**src/rtl/cache_bus_arbiter.sv**
```systemverilog
// rtl/cache_bus_arbiter.sv - I/D cache refill arbiter onto a single burst memory bus
module cache_bus_arbiter #(
    parameter int STARVE_LIMIT = 4
) (
    input  logic        clk,
    input  logic        rst,
    // I-cache read port
    input  logic        i_req,
    input  logic [31:0] i_addr,
    input  logic [7:0]  i_len,
    output logic        i_addr_ok,
    output logic [31:0] i_rdata,
    output logic        i_rvalid,
    output logic        i_rlast,
    // D-cache read/write port
    input  logic        d_req,
    input  logic        d_we,
    input  logic [31:0] d_addr,
    input  logic [7:0]  d_len,
    output logic        d_addr_ok,
    output logic [31:0] d_rdata,
    output logic        d_rvalid,
    output logic        d_rlast,
    input  logic [31:0] d_wdata,
    output logic        d_wready,
    output logic        d_bvalid,
    // downstream bus
    output logic        bus_req,
    output logic        bus_we,
    output logic [31:0] bus_addr,
    output logic [7:0]  bus_len,
    input  logic        bus_addr_ok,
    input  logic [31:0] bus_rdata,
    input  logic        bus_rvalid,
    input  logic        bus_rlast,
    output logic [31:0] bus_wdata,
    output logic        bus_wvalid,
    output logic        bus_wlast,
    input  logic        bus_wready,
    input  logic        bus_bvalid
);

    localparam logic [2:0] STARVE_MAX = 3'(STARVE_LIMIT);

    typedef enum logic [2:0] {
        IDLE  = 3'd0,
        ADDR  = 3'd1,
        RDATA = 3'd2,
        WDATA = 3'd3,
        WRESP = 3'd4
    } state_t;

    state_t      state, state_nxt;
    logic        gnt_d;        // 1: D-cache owns the bus, 0: I-cache
    logic        reg_we;
    logic [31:0] reg_addr;
    logic [7:0]  reg_len;
    logic [7:0]  beat_cnt;
    logic [2:0]  starve_cnt;

    logic        grant_d;
    logic        grant_i;
    logic        w_fire;
    logic        w_last;

    // D wins unless the I side has been passed over STARVE_LIMIT times in a row
    assign grant_d = d_req && (!i_req || (starve_cnt < STARVE_MAX));
    assign grant_i = !grant_d && i_req;

    assign w_fire  = (state == WDATA) && bus_wready;
    assign w_last  = (beat_cnt == reg_len);

    // State register
    always_ff @(posedge clk or posedge rst) begin
        if (rst) begin
            state <= IDLE;
        end else begin
            state <= state_nxt;
        end
    end

    // Next-state logic and phase-dependent outputs
    always_comb begin
        state_nxt  = state;
        bus_req    = 1'b0;
        i_addr_ok  = 1'b0;
        d_addr_ok  = 1'b0;
        i_rdata    = 32'd0;
        i_rvalid   = 1'b0;
        i_rlast    = 1'b0;
        d_rdata    = 32'd0;
        d_rvalid   = 1'b0;
        d_rlast    = 1'b0;
        bus_wdata  = 32'd0;
        bus_wvalid = 1'b0;
        bus_wlast  = 1'b0;
        d_wready   = 1'b0;
        d_bvalid   = 1'b0;
        case (state)
            IDLE: begin
                if (grant_d || grant_i) begin
                    state_nxt = ADDR;
                end
            end
            ADDR: begin
                bus_req = 1'b1;
                if (bus_addr_ok) begin
                    i_addr_ok = !gnt_d;
                    d_addr_ok = gnt_d;
                    state_nxt = reg_we ? WDATA : RDATA;
                end
            end
            RDATA: begin
                if (gnt_d) begin
                    d_rdata  = bus_rdata;
                    d_rvalid = bus_rvalid;
                    d_rlast  = bus_rlast;
                end else begin
                    i_rdata  = bus_rdata;
                    i_rvalid = bus_rvalid;
                    i_rlast  = bus_rlast;
                end
                if (bus_rvalid && bus_rlast) begin
                    state_nxt = IDLE;
                end
            end
            WDATA: begin
                bus_wvalid = 1'b1;
                bus_wdata  = d_wdata;
                bus_wlast  = w_last;
                d_wready   = bus_wready;
                if (w_fire && w_last) begin
                    state_nxt = WRESP;
                end
            end
            WRESP: begin
                d_bvalid = bus_bvalid;
                if (bus_bvalid) begin
                    state_nxt = IDLE;
                end
            end
            default: begin
                state_nxt = IDLE;
            end
        endcase
    end

    // Latch the granted request; fields are frozen until the next IDLE grant
    always_ff @(posedge clk or posedge rst) begin
        if (rst) begin
            gnt_d    <= 1'b0;
            reg_we   <= 1'b0;
            reg_addr <= 32'd0;
            reg_len  <= 8'd0;
        end else if (state == IDLE) begin
            if (grant_d) begin
                gnt_d    <= 1'b1;
                reg_we   <= d_we;
                reg_addr <= d_addr;
                reg_len  <= d_len;
            end else if (grant_i) begin
                gnt_d    <= 1'b0;
                reg_we   <= 1'b0;
                reg_addr <= i_addr;
                reg_len  <= i_len;
            end
        end
    end

    // Write beat counter; holds on the last beat so len=255 never wraps
    always_ff @(posedge clk or posedge rst) begin
        if (rst) begin
            beat_cnt <= 8'd0;
        end else if (state == IDLE) begin
            beat_cnt <= 8'd0;
        end else if (w_fire && !w_last) begin
            beat_cnt <= beat_cnt + 8'd1;
        end
    end

    // Count D grants that bypassed a waiting I request
    always_ff @(posedge clk or posedge rst) begin
        if (rst) begin
            starve_cnt <= 3'd0;
        end else if (state == IDLE) begin
            if (!i_req || grant_i) begin
                starve_cnt <= 3'd0;
            end else if (grant_d && (starve_cnt != 3'd7)) begin
                starve_cnt <= starve_cnt + 3'd1;
            end
        end
    end

    assign bus_we   = reg_we;
    assign bus_addr = reg_addr;
    assign bus_len  = reg_len;

endmodule

```
**config.mk**
```make
export PLATFORM = sky130hd
export DESIGN_NAME = cache_bus_arbiter
export DESIGN_NICKNAME = d
export VERILOG_FILES = /design/src/rtl/cache_bus_arbiter.sv
export SDC_FILE = /design/constraint.sdc
export NUM_CORES = 1
export LEC_CHECK = 0
export CAP_MARGIN = 15
export CORE_AREA = 2 2 116 118
export DETAILED_ROUTE_END_ITERATION = 10
export DIE_AREA = 0 0 118 120
export HOLD_SLACK_MARGIN = 0.08
export PLACE_DENSITY = 0.73
export SYNTH_ARGS = -nofsm -noshare
export SYNTH_HDL_FRONTEND = slang
export SYNTH_SLANG_ARGS = --single-unit
```
**constraint.sdc**
```tcl
create_clock -name clk -period 1.95 [get_ports clk]
set_clock_uncertainty 0.1 [all_clocks]
set_input_delay 0.39 -clock clk [delete_from_list [all_inputs] [get_ports clk]]
set_output_delay 0.39 -clock clk [all_outputs]
set_load 0.05 [all_outputs]
```
**After elaboration in Yosys (flattened, before gate mapping)**

Cells that the tools add are included.

- Bits in registers: 56
- Bits of input ports: 154
- Word-level logic and storage cells: 82

- $add $sub $neg: 2
- Magnitude comparators: 1
- Equality and inequality tests: 11
- Multiplexer cells: 40
- Reductions and logical operators: 21

Operators with widths:

| cell | number |
|---|---|
| 2-to-1 mux 32 bit | 7 |
| 2-to-1 mux 8 bit | 4 |
| 2-to-1 mux 1 bit | 21 |
| 2-to-1 mux 3 bit | 7 |
| case mux 3 bit (5 select lines) | 1 |
| adder 8 x 1 -> 8 bit (second input constant) | 1 |
| == test 8 bit | 1 |
| inequality test 2 bit (second input constant) | 4 |
| logical AND 1 bit | 7 |
| == test 3 x 2 -> 1 bit (second input constant) | 2 |
| nonzero test 2 bit | 3 |
| AND reduction 5 bit | 1 |
| logical NOT 1 bit | 4 |
| AND reduction 2 bit | 2 |
| adder 3 x 1 -> 3 bit (second input constant) | 1 |
| == test 3 x 1 -> 1 bit (second input constant) | 1 |
| == test 3 bit (second input constant) | 1 |
| logical NOT 3 bit | 1 |
| logical OR 1 bit | 3 |
| less-than comparator 3 bit (second input constant) | 1 |
| inequality test 3 bit (second input constant) | 1 |
| inequality test 2 x 1 -> 1 bit (second input constant) | 1 |

**Depth between registers and ports, before layout**

Gate-level depths: netlist (run 1).

- Word-level depth: 8
- Gate-level depth with buffers: 7

**Least setup slack after synthesis (run 1)**

Ideal clock, no wire load.

- Path kind: register to output
- Start: reg state[2]
- End: out i_addr_ok
- Arrival: 2.165 ns
- Path slack: -0.705 ns
- Stages on the path, launching flop included: 6
- Buffers on the path: 1
- Cells stage by stage: dfrtp_1 -> buf_2 -> nand2b_1 -> nor2_1 -> nand2_1 -> nor2_1

- Cells in the longest elaborated chain, start to end: 2

RTL lines:

| what | RTL line | source |
|---|---|---|
| start: declaration | 53 | `state_t state, state_nxt;` |
| start signal: assignment | 78 | `state <= state_nxt;` |
| == test 3 x 1 -> 1 bit | 99 | `case (state)` |
| 2-to-1 mux 1 bit | 99 |  |
| end: declaration | 11 | `output logic i_addr_ok,` |

Every way passes these cells.

**Worst setup path after layout (run 1)**

- Start: reg state[2]
- End: out i_rdata[22]

- Cells in the longest elaborated chain, start to end: 2

RTL lines:

| what | RTL line | source |
|---|---|---|
| == test 3 x 2 -> 1 bit | 99 |  |
| 2-to-1 mux 32 bit | 99 |  |
| end: declaration | 12 | `output logic [31:0] i_rdata,` |

Every way passes these cells.

==> impl_metrics.json, run 1 <==
{
  "mostFrequentLayoutCells": "clkdlybuf4s50_1 (153), buf_12 (113), buf_4 (75), and2_4 (67), nand2_1 (46)",
  "async_flop_share_pct": 100.0,
  "numPortBuffers": 301,
  "finalMaxSlewViolations": 0,
  "post-route-util_pct": 67.08,
  "synth_seq_area_share_pct": 40.32,
  "timing.slew.headroom_pct": 78.72,
  "violations": "setup timing",
  "drcViolationCount": 0,
  "synth_seq_cells": 56,
  "peakVddDrop_mv": 0.9733,
  "grt_max_degree": 57,
  "dieHeight_um": 120,
  "grt_usage_pct": 23.95,
  "initialDrtViolationCount": 124,
  "hold_path_class": "input pin to async pin",
  "synthesis.nets": 549,
  "period_share_pct": 111.0,
  "outcome": "finished, violations left",
  "via_count": 4205,
  "drv_cap": 0,
  "ios": 302,
  "syn_area_per_cell_um2": 8.867,
  "clk_latency_ps": 290,
  "synth.cell_area_um2": 3476,
  "cp_cell_sequence": "nor4b_4 -> buf_6 -> buf_6 -> and2_2 -> buf_12",
  "clkTransAtPathRegs_ps": 70,
  "core_um2": 12980,
  "rsz0062_at_grt": "true",
  "synth_largest_area_cell": "dfrtp_1",
  "drive_gt1_share_pct": 47.95,
  "cp-start-kind": "register",
  "cts_sinks": 56,
  "worstPathRequired_ps": 1460,
  "initial_core_util_pct": 26.78,
  "hold_viol_final": 0,
  "cp_common_cell": "buf_6",
  "cts_max_level": 2,
  "first_pass_iters": 4,
  "timing.hold.ws_ps": 356.0,
  "worst_slack_ps": -213.7,
  "synth_cells": 392,
  "cts_max_path_buffers": 2,
  "grt_overflow": 0,
  "pre_cts_ws_ps": -219.0,
  "ys_warn_count": 0,
  "grt_pass1_wl_mm": 25.77,
  "layout.cells.non_filler": 911,
  "worstSetupEndpointType": "output port",
  "dp_hpwl_mm": 13.88,
  "layout_commonest_cell": "clkdlybuf4s50_1",
  "cpMaxStageDelayCell": "dfrtp_2",
  "grt_pass1_vias": 4432,
  "worstSetupPathType": "register to output port",
  "antenna_found_initial": 5,
  "gp_congestion": 0.8896,
  "fp-row-count": 42,
  "synth_area_leaders": "dfrtp_1 (40%), and2_1 (18%), mux2i_1 (12%)",
  "via_per_inst": 4.616,
  "synth_edf_count": 0,
  "fmax_ghz": 0.4622,
  "wl_mm": 17.41,
  "cts_buffers": 5,
  "cts_tree": "done",
  "crit_path_max_fanout": 8,
  "clock-root-buffer": "clkbuf_16",
  "worst_slew_pin_slew_ps": 319.3,
  "dp_cells": 869,
  "netlist.area_leader.share_pct": 40.32,
  "antenna_left": 0,
  "die-area_um2": 14160,
  "fin_setup_tns_ps": -15750,
  "setup_viol": 106,
  "final_nets": 886,
  "synth_cell_types": 38,
  "area_delta_synth_final_pct": 150.5,
  "ys.flop_type": "dfrtp_1",
  "critPathArrivalTime_ps": 1670,
  "p_leak_nw": 3.858,
  "cts.hold.buffers_added": 0,
  "p_per_area_nw_per_um2": 1455,
  "fin_crit_ps": 2164,
  "critical-path-max-stage-delay_ps": 460,
  "die_x_um": 118,
  "routedWlPerCell_um": 19.11
}
[sequential cells by signal (all words and copies together), names as in the netlist]
name and count:
bus_addr 32, beat_cnt 8, bus_len 8, starve_cnt 3
state 3, bus_we 1, gnt_d 1
[report_power, final]
group,switching [mW],internal [mW]
clock network,0.419,0.644
logic,5.30,4.26
registers,0.387,1.66
total,6.11,6.56
[final timing paths]
check | depth (start not counted) | to | from | slack [ps]
setup reg to reg | 7 | beat_cnt[5] | state[2] | -10
hold reg to reg | 1 | starve_cnt[0] | starve_cnt[0] | 380
hold / removal | 3 | starve_cnt[2] | rst | 360
min in group clk | 1 | starve_cnt[0] | starve_cnt[0] | 380
setup / recovery | 5 | i_rdata[22] | state[2] | -210
max in group asynchronous | 3 | bus_len[2] | rst | 1180
[critical path, delay by kind of cell, from the launching register on]
kind,cells,cell delay [ps]
simple gates,2,460
buf+inv,3,450
flops,1,460
[Yosys cell counts (all sizes together), types with 4 or more instances]
cell and number:
xnor2 8, a21oi 4, clkbuf 19, mux2i 41, o211ai 5, nand2 47, inv 7, o31ai 4
nand4 6, nand3 4, and2 102, buf 9, nor2 6, o21ai 47, dfrtp 56
[per-layer routing]
metal	share of wire, %	track usage [%]	wire length, um	up-vias
met4	3.2	8.660	554	0
met3	7.8	6.464	1364	22
met2	52	44.04	9089	209
met5	0	0	0	-
met1	37	26.43	6400	1978
li1	-	-	-	1996
[stage by stage]
step           total power, mW  area (um2)
6_report                 12.67        8707
5_1_grt                  13.23        8707
4_1_cts                  12.45        8524
3_5_place_dp             10.63        7973
3_3_place_gp             10.48        7973
2_1_floorplan            6.664        3585
[cells by family after synthesis]
| group | share of synthesized area, % |
|---|---|
| AOI/OAI and AO/OA | 11.63 |
| xor gates and xnor gates | 2.016 |
| adders and majority gates | 1.080 |
| buffers and inverters | 4.104 |
| DFF | 40.32 |
| muxes | 11.81 |
| and+or+nand+nor | 29.05 |
[cell type report]
type | count | area [um2]
Antenna cell | 5 | 12.51
Clock buffer | 6 | 138.9
Clock inverter | 2 | 38.79
Fill cell | 949 | 4273
Inverter | 7 | 26.28
Multi-Input combinational cell | 301 | 2278
Sequential cell | 56 | 1415
Tap cell | 176 | 220.2
Timing Repair Buffer | 358 | 4577
[timing repair]
action,CTS,global route
setup endpoints to repair,106,115
setup buffers,23,3
gates cloned,3,4
resized for setup,67,42
pin swaps,33,33
(Power assumes the default switching activity.)
==> run 2, diff against run 1 <==
Settings changed: CTS_CLUSTER_SIZE set to 16, SLEW_MARGIN set to 20.
==> results of run 2 <==
Final layout, timing and power as in run 1 (identical DEF).
==> run 3, diff against run 2 <==
Settings changed: ABC_AREA set to 0, HOLD_SLACK_MARGIN 0.08 to unset.
==> results of run 3 <==
Final layout, timing and power as in run 1 (identical DEF).
